<file path="config.mk">
export PLATFORM = sky130hd
export DESIGN_NAME = duck_round_ctrl
export DESIGN_NICKNAME = d
export VERILOG_FILES = /design/src/rtl/duck_round_ctrl.sv
export SDC_FILE = /design/constraint.sdc
export NUM_CORES = 1
export LEC_CHECK = 0
export BUFFER_PORTS_ARGS = -buffer_cell sky130_fd_sc_hd__clkbuf_2
export CAP_MARGIN = 10
export CORE_MARGIN = 1.5
export CORE_UTILIZATION = 50
export CTS_CLUSTER_SIZE = 14
export DETAILED_ROUTE_END_ITERATION = 10
export HOLD_SLACK_MARGIN = 0.06
export PLACE_DENSITY = 0.79
export SYNTH_ARGS = -nofsm -noshare
export SYNTH_HDL_FRONTEND = slang
export SYNTH_SLANG_ARGS = --single-unit
</file>
<file path="constraint.sdc">
create_clock -name clk -period 5.1 [get_ports clk]
set_clock_uncertainty 0.2 [all_clocks]
set_input_delay 0.51 -clock clk [delete_from_list [all_inputs] [get_ports clk]]
set_output_delay 0.51 -clock clk [all_outputs]
set_load 0.03 [all_outputs]
</file>
<file path="src/rtl/duck_round_ctrl.sv">
// Round sequencer for the duck shooting game: intro, per-duck windows, results, pass/fail.
// Every phase is timed by a 1 ms tick whose counters restart on each state change.
module duck_round_ctrl #(
    parameter int unsigned CLK_HZ          = 65_000_000,
    parameter int unsigned DUCKS_PER_ROUND = 10,
    parameter int unsigned ROUNDS          = 5,
    parameter int unsigned PASS_HITS       = 6,
    parameter int unsigned INTRO_MS        = 2000,
    parameter int unsigned DUCK_TIMEOUT_MS = 5000,
    parameter int unsigned RESULT_MS       = 1000
) (
    input  logic       clk,
    input  logic       rst,
    input  logic       start,
    input  logic [6:0] score,
    output logic       game_enable,
    output logic [2:0] round,
    output logic [3:0] duck_idx,
    output logic [3:0] round_hits,
    output logic       hit_pulse,
    output logic       miss_pulse,
    output logic       game_over,
    output logic       game_won
);

    localparam int unsigned TickDiv = CLK_HZ / 1000;
    localparam int unsigned PW      = (TickDiv > 1) ? $clog2(TickDiv) : 1;

    typedef enum logic [2:0] {
        StIdle,
        StIntro,
        StDuck,
        StResult,
        StRoundEnd,
        StOver
    } state_e;

    state_e        state_q, state_d;
    logic [PW-1:0] presc_q, presc_d;
    logic [15:0]   ms_q, ms_d;
    logic [6:0]    score_q, score_d;
    logic [2:0]    round_q, round_d;
    logic [3:0]    idx_q, idx_d;
    logic [3:0]    hits_q, hits_d;
    logic          hit_q, hit_d;
    logic          miss_q, miss_d;
    logic          over_q, over_d;
    logic          won_q, won_d;
    logic          enable_q;
    logic          ms_tick;

    assign ms_tick = (presc_q == PW'(TickDiv - 1));

    // A phase of N ms ends on the tick that would bring the ms counter to N.
    function automatic logic phase_done(input logic tick, input logic [15:0] ms,
                                        input int unsigned len);
        return tick && (ms == 16'(len - 1));
    endfunction

    always_comb begin
        state_d = state_q;
        score_d = score_q;
        round_d = round_q;
        idx_d   = idx_q;
        hits_d  = hits_q;
        hit_d   = 1'b0;
        miss_d  = 1'b0;
        over_d  = over_q;
        won_d   = won_q;

        unique case (state_q)
            StIdle, StOver: begin
                if (start) begin
                    state_d = StIntro;
                    round_d = 3'd1;
                    idx_d   = 4'd0;
                    hits_d  = 4'd0;
                    over_d  = 1'b0;
                    won_d   = 1'b0;
                end
            end
            StIntro: begin
                if (phase_done(ms_tick, ms_q, INTRO_MS)) begin
                    state_d = StDuck;
                    score_d = score;
                end
            end
            StDuck: begin
                // A hit takes precedence over a timeout in the same cycle.
                if (score != score_q) begin
                    hit_d   = 1'b1;
                    hits_d  = (hits_q == 4'd15) ? 4'd15 : hits_q + 4'd1;
                    state_d = StResult;
                end else if (phase_done(ms_tick, ms_q, DUCK_TIMEOUT_MS)) begin
                    miss_d  = 1'b1;
                    state_d = StResult;
                end
            end
            StResult: begin
                if (phase_done(ms_tick, ms_q, RESULT_MS)) begin
                    if (idx_q == 4'(DUCKS_PER_ROUND - 1)) begin
                        state_d = StRoundEnd;
                    end else begin
                        idx_d   = idx_q + 4'd1;
                        score_d = score;
                        state_d = StDuck;
                    end
                end
            end
            StRoundEnd: begin
                if (hits_q >= 4'(PASS_HITS)) begin
                    if (round_q < 3'(ROUNDS)) begin
                        state_d = StIntro;
                        round_d = round_q + 3'd1;
                        idx_d   = 4'd0;
                        hits_d  = 4'd0;
                    end else begin
                        state_d = StOver;
                        over_d  = 1'b1;
                        won_d   = 1'b1;
                    end
                end else begin
                    state_d = StOver;
                    over_d  = 1'b1;
                    won_d   = 1'b0;
                end
            end
            default: state_d = StIdle;
        endcase
    end

    always_comb begin
        presc_d = presc_q + PW'(1);
        ms_d    = ms_q;
        if (state_d != state_q) begin
            presc_d = '0;
            ms_d    = '0;
        end else if (ms_tick) begin
            presc_d = '0;
            ms_d    = ms_q + 16'd1;
        end
    end

    always_ff @(posedge clk) begin
        if (rst) begin
            state_q  <= StIdle;
            presc_q  <= '0;
            ms_q     <= '0;
            score_q  <= '0;
            round_q  <= '0;
            idx_q    <= '0;
            hits_q   <= '0;
            hit_q    <= 1'b0;
            miss_q   <= 1'b0;
            over_q   <= 1'b0;
            won_q    <= 1'b0;
            enable_q <= 1'b0;
        end else begin
            state_q  <= state_d;
            presc_q  <= presc_d;
            ms_q     <= ms_d;
            score_q  <= score_d;
            round_q  <= round_d;
            idx_q    <= idx_d;
            hits_q   <= hits_d;
            hit_q    <= hit_d;
            miss_q   <= miss_d;
            over_q   <= over_d;
            won_q    <= won_d;
            enable_q <= (state_q == StDuck);
        end
    end

    assign game_enable = enable_q;
    assign round       = round_q;
    assign duck_idx    = idx_q;
    assign round_hits  = hits_q;
    assign hit_pulse   = hit_q;
    assign miss_pulse  = miss_q;
    assign game_over   = over_q;
    assign game_won    = won_q;

endmodule
</file>
### Word level (Yosys, flattened, before mapping)

Cells that the tools add are included.
W data, S select, Z words.

| word-level totals | value |
|---|---|
| logic and storage cells | 93 |
| output and inout bits | 16 |
| flip-flop bits (word level) | 58 |

| operators by class | value |
|---|---|
| muxes and demuxes | 34 |
| magnitude comparators | 2 |
| bitwise gates (word level) | 1 |
| $add $sub $neg | 5 |
| reduce and logical (&&, ||, !) cells | 18 |
| equality and inequality tests | 21 |

Operators by type and width:

| operator | count |
|---|---|
| $mux W3 | 11 |
| $add A16 B1 Y16 const B | 2 |
| $mux W4 | 7 |
| $pmux W4 S3 | 2 |
| $mux W7 | 3 |
| $eq A16 B10 Y1 const B | 1 |
| $eq A16 B11 Y1 const B | 1 |
| $eq A16 B13 Y1 const B | 1 |
| $eq A16 B16 Y1 const B | 1 |
| $pmux W3 S5 | 1 |
| $ne A2 B2 Y1 const B | 7 |
| $pmux W7 S2 | 1 |
| $add A4 B1 Y4 const B | 2 |
| $eq A4 B4 Y1 const B | 2 |
| $reduce_and A4 Y1 | 2 |
| $ne A7 B7 Y1 | 1 |
| $eq A3 B2 Y1 const B | 2 |
| $eq A3 B3 Y1 const B | 2 |
| $mux W1 | 6 |
| $pmux W3 S2 | 1 |
| $reduce_and A6 Y1 | 1 |
| $reduce_bool A3 Y1 | 2 |
| $reduce_or A2 Y1 | 3 |
| $reduce_or A3 Y1 | 2 |
| 13 further kinds | 17 |

### Logic depth before layout (Yosys ltp)

| logic depth | value |
|---|---|
| depth in word-level cells | 7 |
| depth in mapped cells | 9 |
| depth with buffers taken out | 8 |

### Worst setup path before layout

No wires, ideal clock.

| timing | value |
|---|---|
| kind | register to register |
| start point | register presc_q[0] |
| end point | register ms_q[8] |
| stages on the path, launching flop included | 10 |
| required time | 4.785 ns |
| path buffers | 2 |
| arrival time | 2.240 ns |
| clock period less this slack | 2.555 ns |
| path slack | 2.545 ns |
| cells stage by stage | dfxtp_1 ha_1 nand4bb_1 or4_1 buf_6 nor4b_4 a2111oi_2 o21ai_4 buf_6 nor2_1 |

| between the ends | value |
|---|---|
| word-level cells in the longest chain between the ends | 7 |
| elaborated cells on any way between the ends | 11 |

Ends and longest elaborated chain:

| item | line | source |
|---|---|---|
| start: declaration | 39 | `logic [PW-1:0] presc_q, presc_d;` |
| start signal: assignment | 160 | `presc_q <= presc_d;` |
| $eq A16 B16 Y1 * | 52 | `assign ms_tick = (presc_q == PW'(TickDiv - 1));` |
| $logic_and A1 B1 Y1 | 57 | `return tick && (ms == 16'(len - 1));` |
| $mux W3 | 94 | `end else if (phase_done(ms_tick, ms_q, DUCK_TIMEOUT_MS)) begin` |
| $mux W3 | 90 | `if (score != score_q) begin` |
| $pmux W3 S5 | 71 | `unique case (state_q)` |
| $ne A3 B3 Y1 | 135 | `if (state_d != state_q) begin` |
| $reduce_or A2 Y1 (no line) | - |  |
| end signal: assignment | 161 | `ms_q <= ms_d;` |
| end: declaration | 40 | `logic [15:0] ms_q, ms_d;` |

Mark *: on every way between the ends. The rest lies on a longest branch, timed or not.
A chain may end at the register's enable or synchronous reset.

### Worst setup path in the final report

| timing | value |
|---|---|
| start point | register presc_q[0] |
| end point | register score_q[2] |

| between the ends | value |
|---|---|
| word-level cells in the longest chain between the ends | 4 |
| elaborated cells on any way between the ends | 6 |

Ends and longest elaborated chain:

| item | line | source |
|---|---|---|
| $eq A16 B16 Y1 * | 52 |  |
| $logic_and A1 B1 Y1 | 57 |  |
| $ne A2 B2 Y1 (no line) | - |  |
| $reduce_and A4 Y1 (no line) * | - |  |
| end signal: assignment | 162 | `score_q <= score_d;` |
| end: declaration | 41 | `logic [6:0] score_q, score_d;` |

Marked as above.

==> impl_metrics.json <==
{
  "core_area_um2": 5540,
  "antenna_found_initial": 0,
  "postRouteAntennaNets": 0,
  "clk_latency_ps": 330,
  "drv_slew": 0,
  "grt_pass1_wl_mm": 9.632,
  "dpl.cell_count": 420,
  "cellPowerDensity_nw_per_um2": 273.2,
  "die_area_um2": 6240,
  "vias": 2399,
  "worst_pin_slew_ps": 1142,
  "layout-drive-gt1-share_pct": 12.95,
  "portBuffers": 25,
  "dp.final_hpwl_mm": 4.138,
  "synth.top_cell.area_share_pct": 40.21,
  "path_clk_slew_ps": 60,
  "htree_levels": 3,
  "fin_crit_ps": 3013,
  "critPathLaunchType": "flop",
  "layout_common_cells": "nor2_1, dfxtp_1, xor2_1, nand2_1, clkbuf_2",
  "synth.distinct_cells": 49,
  "status": "completed",
  "clkPwrFrac_pct": 41.3,
  "yosysWarningCount": 0,
  "start_util_pct": 52.12,
  "synth_cells": 332,
  "hold_viol_final": 0,
  "postCtsSetupRepairBufs": 0,
  "grt_overflow": 0,
  "ys_seq_area_share_pct": 40.21,
  "synth_edf_count": 0,
  "power_uw": 879.6,
  "required_ps": 5100,
  "cell_internal_pwr_uw": 672.1,
  "reg2reg_slack_ps": 2090,
  "vias_per_cell": 5.515,
  "rsz0062_at_grt": "false",
  "period_share_pct": 59.08,
  "cts_tree": "done",
  "grtUsageTotal_pct": 19.81,
  "min_path_type": "in -> reg",
  "area.growth.synth_to_final_pct": 11.48,
  "crit_fanout": 9,
  "switchingPower_uw": 207.5,
  "arrival_ps": 3020,
  "slew_headroom_pct": 23.15,
  "fmax_mhz": 331.9,
  "swShare_pct": 23.59,
  "avgSynthCellArea_um2": 8.698,
  "fp.dieW_um": 79.00,
  "fin_cells": 435,
  "die_y_um": 79.00,
  "grt_pass1_vias": 2222,
  "setup_tns_ps": 0,
  "cts_root_buf": "clkbuf_8",
  "drt_pass1_iterations": 5,
  "cap_violations": 0,
  "fin_nets": 376,
  "p_leak_uw": 0.001188,
  "cts_buffers": 9,
  "detail_route.iter0.violations": 88,
  "ys_ff_latch": 58,
  "synthTopCellsByArea": "dfxtp_1, xor2_1, nor2_1, xnor2_1, nand2_1",
  "route.detailed.drc": 0,
  "pwr-share-comb_pct": 6.0,
  "cts_resized": 0,
  "end_kind": "flop",
  "pwr-share-seq_pct": 52.7,
  "grt_max_degree": 24,
  "setup_viol": 0,
  "clk_path_buf_depth": 2,
  "synth_top_area_cell": "dfxtp_1",
  "ioPinCount": 26,
  "ir_worst_vdd_mv": 0.1797,
  "synth_area_um2": 2888,
  "ctsHoldBuffers": 0,
  "num_rows": 27,
  "criticalPathCategory": "reg -> reg",
  "antenna_cells": 0,
  "synth_ff_type": "dfxtp_1",
  "wl_per_cell_um": 13.15,
  "wirelength_mm": 5.721,
  "gp_congestion": 0.7957,
  "async_flop_share_pct": 0,
  "synth.net_count": 349,
  "clkSinkCount": 58
}
[power groups by stage]
stage | combinational, uW | clock (uW) | sequential (uW)
5_1_grt | 60.3 | 398 | 464
3_5_place_dp | 52.6 | 0 | 474
2_1_floorplan | 35.3 | 0 | 477
3_3_place_gp | 51.5 | 0 | 473
4_1_cts | 52.9 | 377 | 464
6_report | 52.4 | 363 | 464
[stage by stage]
| step | setup WS (ps) | utilization, % | cell area [um^2] | hold WS (ps) |
|---|---|---|---|---|
| 2_1_floorplan | 2545 | - | 2888 | 237.6 |
| 3_3_place_gp | 2194 | 55.04 | 3049 | 253.5 |
| 3_5_place_dp | 2106 | 55.04 | 3049 | 267.9 |
| 4_1_cts | 2075 | 58.11 | 3219 | 234.7 |
| 5_1_grt | 1915 | 58.11 | 3219 | 232.8 |
| 6_report | 2087 | 58.11 | 3219 | 250.9 |
[Yosys cell counts, drive strengths merged, types with 3 or more instances]
master	count
and2	3
xnor2	13
o22ai	3
a211oi	4
nand4b	3
nor2b	4
mux2i	8
inv	7
nand4	6
or3	3
clkbuf	5
ha	7
dfxtp	58
and3	7
nor3	8
nand2	25
xor2	26
nand3	17
a31oi	3
o21ai	9
and4	3
a21oi	16
nor2	59
buf	4
nor4	6
[registers in the layout (all words and copies together), names as in the netlist, 3 cells and up]
name	count
round	3
presc_q	16
state_q	3
ms_q	16
round_hits	4
score_q	7
duck_idx	4
[metal layers]
metal	global-route usage, %	routed length, um
met5	0	0
met1	22.79	2659
met3	6.897	225
met4	7.368	42
met2	33.76	2794
[area by class of cell]
type                    instances  area, um^2
clock buffers                  12       155.1
clock inverters                 3       15.01
fillers                       520        2321
inverters                       7       26.28
multi-input cells             258        1647
flip-flops and latches         58        1161
well taps                      72       90.09
repair buffers                 25       125.1
[critical path, cell delays in order (launching register included)]
cell and delay [ps]:
dfxtp_1 380, ha_1 240, nand4bb_1 150, or4_1 750, nor2_1 340, and3_1 490
mux2i_1 270, nor2_1 60
[final timing paths]
path	from	to	depth (start not counted)
max	presc_q[0]	score_q[2]	7
min	score[6]	score_q[6]	3
max reg2reg	presc_q[0]	score_q[2]	7
min reg2reg	presc_q[0]	presc_q[0]	1
[cells by family after synthesis]
| group | after synthesis | synth area share [%] |
|---|---|---|
| buffers and inverters | 16 | 2.773 |
| XOR/XNOR | 39 | 11.83 |
| flip-flops | 58 | 40.21 |
| AND/OR/NAND/NOR | 157 | 28.55 |
| multiplexers | 8 | 2.773 |
| AO/OA/AOI/OAI | 47 | 10.83 |
| adder cells (fa/ha/maj) | 7 | 3.033 |
No activity file was read; power rests on OpenSTA's default activity.
